<file path="src/rtl/muldiv_issue_ctrl.sv">
// rtl/muldiv_issue_ctrl.sv - issue control for RV32M ops on a shared iterative mul/div unit
// Handles divide special cases locally, bounds unit latency with a timeout, and honours flush/freeze.
module muldiv_issue_ctrl #(
  parameter int TIMEOUT = 64
) (
  input  logic        clk,
  input  logic        Rst,
  input  logic        mul_inst,
  input  logic        div_inst,
  input  logic [1:0]  op_sel,
  input  logic [31:0] op_a,
  input  logic [31:0] op_b,
  input  logic [4:0]  op_rd,
  input  logic        flush,
  input  logic        freeze,
  output logic        unit_start,
  output logic        unit_is_div,
  output logic [1:0]  unit_sel,
  output logic [31:0] unit_a,
  output logic [31:0] unit_b,
  input  logic        unit_done,
  input  logic [31:0] unit_res,
  output logic        stall,
  output logic        res_valid,
  output logic [31:0] res,
  output logic [4:0]  res_rd,
  output logic        timeout_err
);

  typedef enum logic [1:0] {IDLE, RUN, DONE} state_t;

  state_t      state_q, state_d;
  logic [7:0]  cnt_q;
  logic        pend_q;
  logic [31:0] pend_res_q;
  logic [4:0]  rd_q;

  logic        req;
  logic        is_div;
  logic        div_zero;
  logic        div_ovf;
  logic        fast;
  logic        accept;
  logic        run_done;
  logic        run_to;
  logic [31:0] fast_res;
  logic [31:0] done_res;

  assign req = mul_inst | div_inst;

  always_comb begin
    state_d  = state_q;
    accept   = 1'b0;
    run_done = 1'b0;
    run_to   = 1'b0;
    is_div   = div_inst & ~mul_inst;
    div_zero = (op_b == 32'd0);
    // Signed overflow only applies to DIV (00) and REM (10)
    div_ovf  = ~op_sel[0] && (op_a == 32'h8000_0000) && (op_b == 32'hFFFF_FFFF);
    fast     = is_div & (div_zero | div_ovf);
    if (div_zero) fast_res = op_sel[1] ? op_a : 32'hFFFF_FFFF;
    else          fast_res = op_sel[1] ? 32'd0 : 32'h8000_0000;
    done_res = pend_q ? pend_res_q : unit_res;
    stall    = req & (state_q != DONE) & ~flush;

    case (state_q)
      IDLE: begin
        if (req && !freeze && !flush) begin
          accept  = 1'b1;
          state_d = fast ? DONE : RUN;
        end
      end
      RUN: begin
        if (flush) begin
          state_d = IDLE;
        end else if (!freeze) begin
          if (unit_done || pend_q) begin
            run_done = 1'b1;
            state_d  = DONE;
          end else if (cnt_q == 8'(TIMEOUT - 1)) begin
            run_to  = 1'b1;
            state_d = DONE;
          end
        end
      end
      DONE: begin
        if (flush || !freeze) state_d = IDLE;
      end
      default: state_d = IDLE;
    endcase
  end

  always_ff @(posedge clk) begin
    if (!Rst) state_q <= IDLE;
    else      state_q <= state_d;
  end

  always_ff @(posedge clk) begin
    if (!Rst) begin
      cnt_q       <= 8'd0;
      pend_q      <= 1'b0;
      pend_res_q  <= 32'd0;
      rd_q        <= 5'd0;
      unit_start  <= 1'b0;
      unit_is_div <= 1'b0;
      unit_sel    <= 2'd0;
      unit_a      <= 32'd0;
      unit_b      <= 32'd0;
      res_valid   <= 1'b0;
      res         <= 32'd0;
      res_rd      <= 5'd0;
      timeout_err <= 1'b0;
    end else begin
      // The unit sees start for one cycle even if the pipeline freezes right away
      unit_start <= accept & ~fast;

      if (accept) begin
        unit_a      <= op_a;
        unit_b      <= op_b;
        unit_sel    <= op_sel;
        unit_is_div <= is_div;
        rd_q        <= op_rd;
        cnt_q       <= 8'd0;
        pend_q      <= 1'b0;
        if (fast) begin
          res       <= fast_res;
          res_valid <= 1'b1;
          res_rd    <= op_rd;
        end
      end

      if (state_q == RUN) begin
        if (flush) begin
          cnt_q  <= 8'd0;
          pend_q <= 1'b0;
        end else if (freeze) begin
          if (unit_done && !pend_q) begin
            pend_q     <= 1'b1;
            pend_res_q <= unit_res;
          end
        end else begin
          cnt_q <= cnt_q + 8'd1;
          if (run_done) begin
            res       <= done_res;
            res_valid <= 1'b1;
            res_rd    <= rd_q;
            pend_q    <= 1'b0;
          end else if (run_to) begin
            res         <= 32'd0;
            res_valid   <= 1'b1;
            res_rd      <= rd_q;
            timeout_err <= 1'b1;
          end
        end
      end

      if (state_q == DONE && (flush || !freeze)) begin
        res_valid <= 1'b0;
        res_rd    <= 5'd0;
        cnt_q     <= 8'd0;
      end
    end
  end

endmodule

</file>
<file path="config.mk">
export PLATFORM = sky130hd
export DESIGN_NAME = muldiv_issue_ctrl
export DESIGN_NICKNAME = d
export VERILOG_FILES = /design/src/rtl/muldiv_issue_ctrl.sv
export SDC_FILE = /design/constraint.sdc
export NUM_CORES = 1
export LEC_CHECK = 0
export ABC_AREA = 1
export CORE_MARGIN = 2
export CORE_UTILIZATION = 25
export CTS_BUF_LIST = sky130_fd_sc_hd__clkbuf_4 sky130_fd_sc_hd__clkbuf_8 sky130_fd_sc_hd__clkbuf_16
export DETAILED_ROUTE_END_ITERATION = 12
export SYNTH_ARGS = -nofsm -noshare
export SYNTH_HDL_FRONTEND = slang
export SYNTH_SLANG_ARGS = --single-unit
</file>
<file path="constraint.sdc">
create_clock -name clk -period 3.6 [get_ports clk]
set_clock_uncertainty 0.1 [all_clocks]
set_input_delay 0.54 -clock clk [delete_from_list [all_inputs] [get_ports clk]]
set_output_delay 0.54 -clock clk [all_outputs]
set_load 0.01 [all_outputs]
</file>
==> results.json <==
{
  "num_vias": 7042,
  "hold_viol": 0,
  "nets": 1299,
  "min_path_type": "register to register",
  "synth.distinct_cells": 36,
  "critPathCaptureType": "primary output",
  "power.density_nw_per_um2": 425,
  "rsz0062_at_grt": "false",
  "start_kind": "input pin",
  "wl_per_cell_um": 14.9,
  "gp_congestion": 0.791,
  "synth_cells": 1000,
  "hpwl_mm": 16.2,
  "grt_pass1_vias": 6878,
  "status": "complete, no violations",
  "overflow": 0,
  "area_growth_pct": 43.1,
  "fin_setup_tns_ns": 0,
  "grt_max_degree": 102,
  "first_pass_iters": 4,
  "ys_async_sr_fraction": 0,
  "power_leakage_nw": 3.84,
  "fin_ws_ns": 0.870,
  "r2r_end": "state_q[1]",
  "maxSlewViolCount": 0,
  "netlist_top_cells_area": "dfxtp_1 43%, nor2_1 12%, o21ai_0 9.5%",
  "arrival_ns": 2.09,
  "timing.hold.ws_ns": 0.365,
  "coreArea_um2": 27900,
  "rrSetupSlack_ns": 1.37,
  "yosysSeqAreaShare": 0.435,
  "drt_wl_total_mm": 23.6,
  "post_cts_buffers": 0,
  "antenna_found_initial": 1,
  "row_count": 61,
  "crit_start": "flush",
  "power.total_mw": 4.34,
  "r2r-start": "cnt_q[0]",
  "critical_path_class": "input pin to primary output",
  "syn-num-nets": 1111,
  "synth_area_leader_cell": "dfxtp_1",
  "synth_ff_type": "dfxtp_1",
  "dieWidth_um": 173,
  "maxCapViolCount": 0,
  "yosys_warnings": 0,
  "rr_worst_depth": 9,
  "die_area_um2": 29900,
  "final_cell_mix": "225 x nor2_1, 216 x clkdlybuf4s50_1, 154 x dfxtp_1",
  "fin_util": 0.366,
  "numCtsBuffers": 17,
  "drc": 0,
  "drive_gt1_frac": 0.103,
  "cts_num_sinks": 155,
  "io_pins": 218,
  "cts-hold-fix-buffers": 0,
  "grt_pass1_wl_mm": 37.6,
  "slew-limit-headroom": 0.331,
  "diodes": 0,
  "required_ns": 2.96,
  "grt.total_usage": 0.158,
  "synth_edf_count": 0,
  "cts-resized-gates": 0,
  "io_buffers": 217,
  "final.period_utilization": 0.758,
  "cts_tree": "yes",
  "setup.worst_path.end": "stall",
  "vias_per_cell": 4.46,
  "avgSynthCellArea_um2": 7.14,
  "crit_fanout": 5,
  "synth_top_cell_area_share": 0.435,
  "ir_drop_uv": 218,
  "clkTransAtPathRegs_ns": 0.06,
  "place_ws_ns": 0.627,
  "drt_iter0_drc": 456,
  "syn_area_um2": 7140,
  "antenna_left": 0,
  "cts-htree-levels": 4,
  "finalCriticalPeriod_ns": 2.73,
  "cts_max_path_buffers": 2,
  "clkLatencyLatePin_ns": 0.42,
  "worst_pin_slew_ns": 1.00,
  "synth-seq-cells": 155,
  "cts_root_buf": "clkbuf_16",
  "setup_viol": 0,
  "fp.dieH_um": 173,
  "initial_core_util": 0.256,
  "layout_commonest_cell": "nor2_1",
  "fmax_ghz": 0.366
}
## logic make-up after synthesis
family	count (synthesis)	synth area share
compound gates	267	0.227
fa+ha+maj	1	0.00175
buf+inv	164	0.0971
flops	155	0.435
simple gates	413	0.240
## Yosys cell counts (3+ instances only)
master / instances
nand3_1: 45
dfxtp_1: 155
nand4_1: 6
buf_2: 20
inv_4: 3
o22ai_2: 12
o21ai_0: 135
nand2_2: 4
buf_6: 5
inv_1: 94
a21oi_1: 59
nor2_4: 3
a31oi_1: 3
nor3_1: 4
nor2_1: 225
inv_2: 7
o21ai_2: 18
clkbuf_1: 32
a21oi_2: 25
o21ai_1: 8
nand2_1: 118
## area by class of cell
type                       count  area, um2
sequential                   155       3100
timing repair buffer         228       2250
tap                          378        473
clock inverter                10        163
fill                        2945      17700
clock buffer                  21        480
multi-input combinational    681       3340
inverter                     105        402
## through the flow
stage                     instances  instance area [um2]
final                          1578                10200
after global routing           1578                10200
after CTS                      1578                10200
after detailed placement       1547                 9570
after global placement         1547                 9570
after floorplan                1000                 7140
## power by group
part	switching (mW)	internal (mW)	total, mW
Combinational	0.271	0.270	0.541
Sequential	0.0308	1.78	1.81
Clock	0.756	1.23	1.99
## worst max-delay path, stage by stage
cell and delay [ns]:
clkdlybuf4s50_1 0.63, a21oi_4 0.25, inv_1 0.06, nor2_1 0.08, clkdlybuf4s50_1 0.53
## state kept, by name, summed over array words and instances (netlist names)
signal / count
pend_res_q: 32
res: 32
unit_a: 32
unit_b: 32
cnt_q: 8
rd_q: 5
res_rd: 5
state_q: 2
unit_sel: 2
pend_q: 1
res_valid: 1
timeout_err: 1
unit_is_div: 1
unit_start: 1
## layer usage
layer	wire, um	vias up	global-route usage	share of wire
met4	554	0	0.0558	0.024
met5	0	-	0	0
met2	10900	172	0.259	0.46
met1	10800	3233	0.202	0.46
li1	-	3609	-	-
met3	1290	28	0.0385	0.055
## worst min path at each step
stage	from	to	slack, ns	cells past startpoint
global placement	rd_q[1]	res_rd[1]	0.35	2
finish	unit_is_div	unit_is_div	0.37	2
global route	unit_is_div	unit_is_div	0.39	2
floorplan	rd_q[1]	res_rd[1]	0.34	2
detailed placement	unit_is_div	unit_is_div	0.36	2
CTS	unit_is_div	unit_is_div	0.37	2
(Power assumes the default switching activity.)
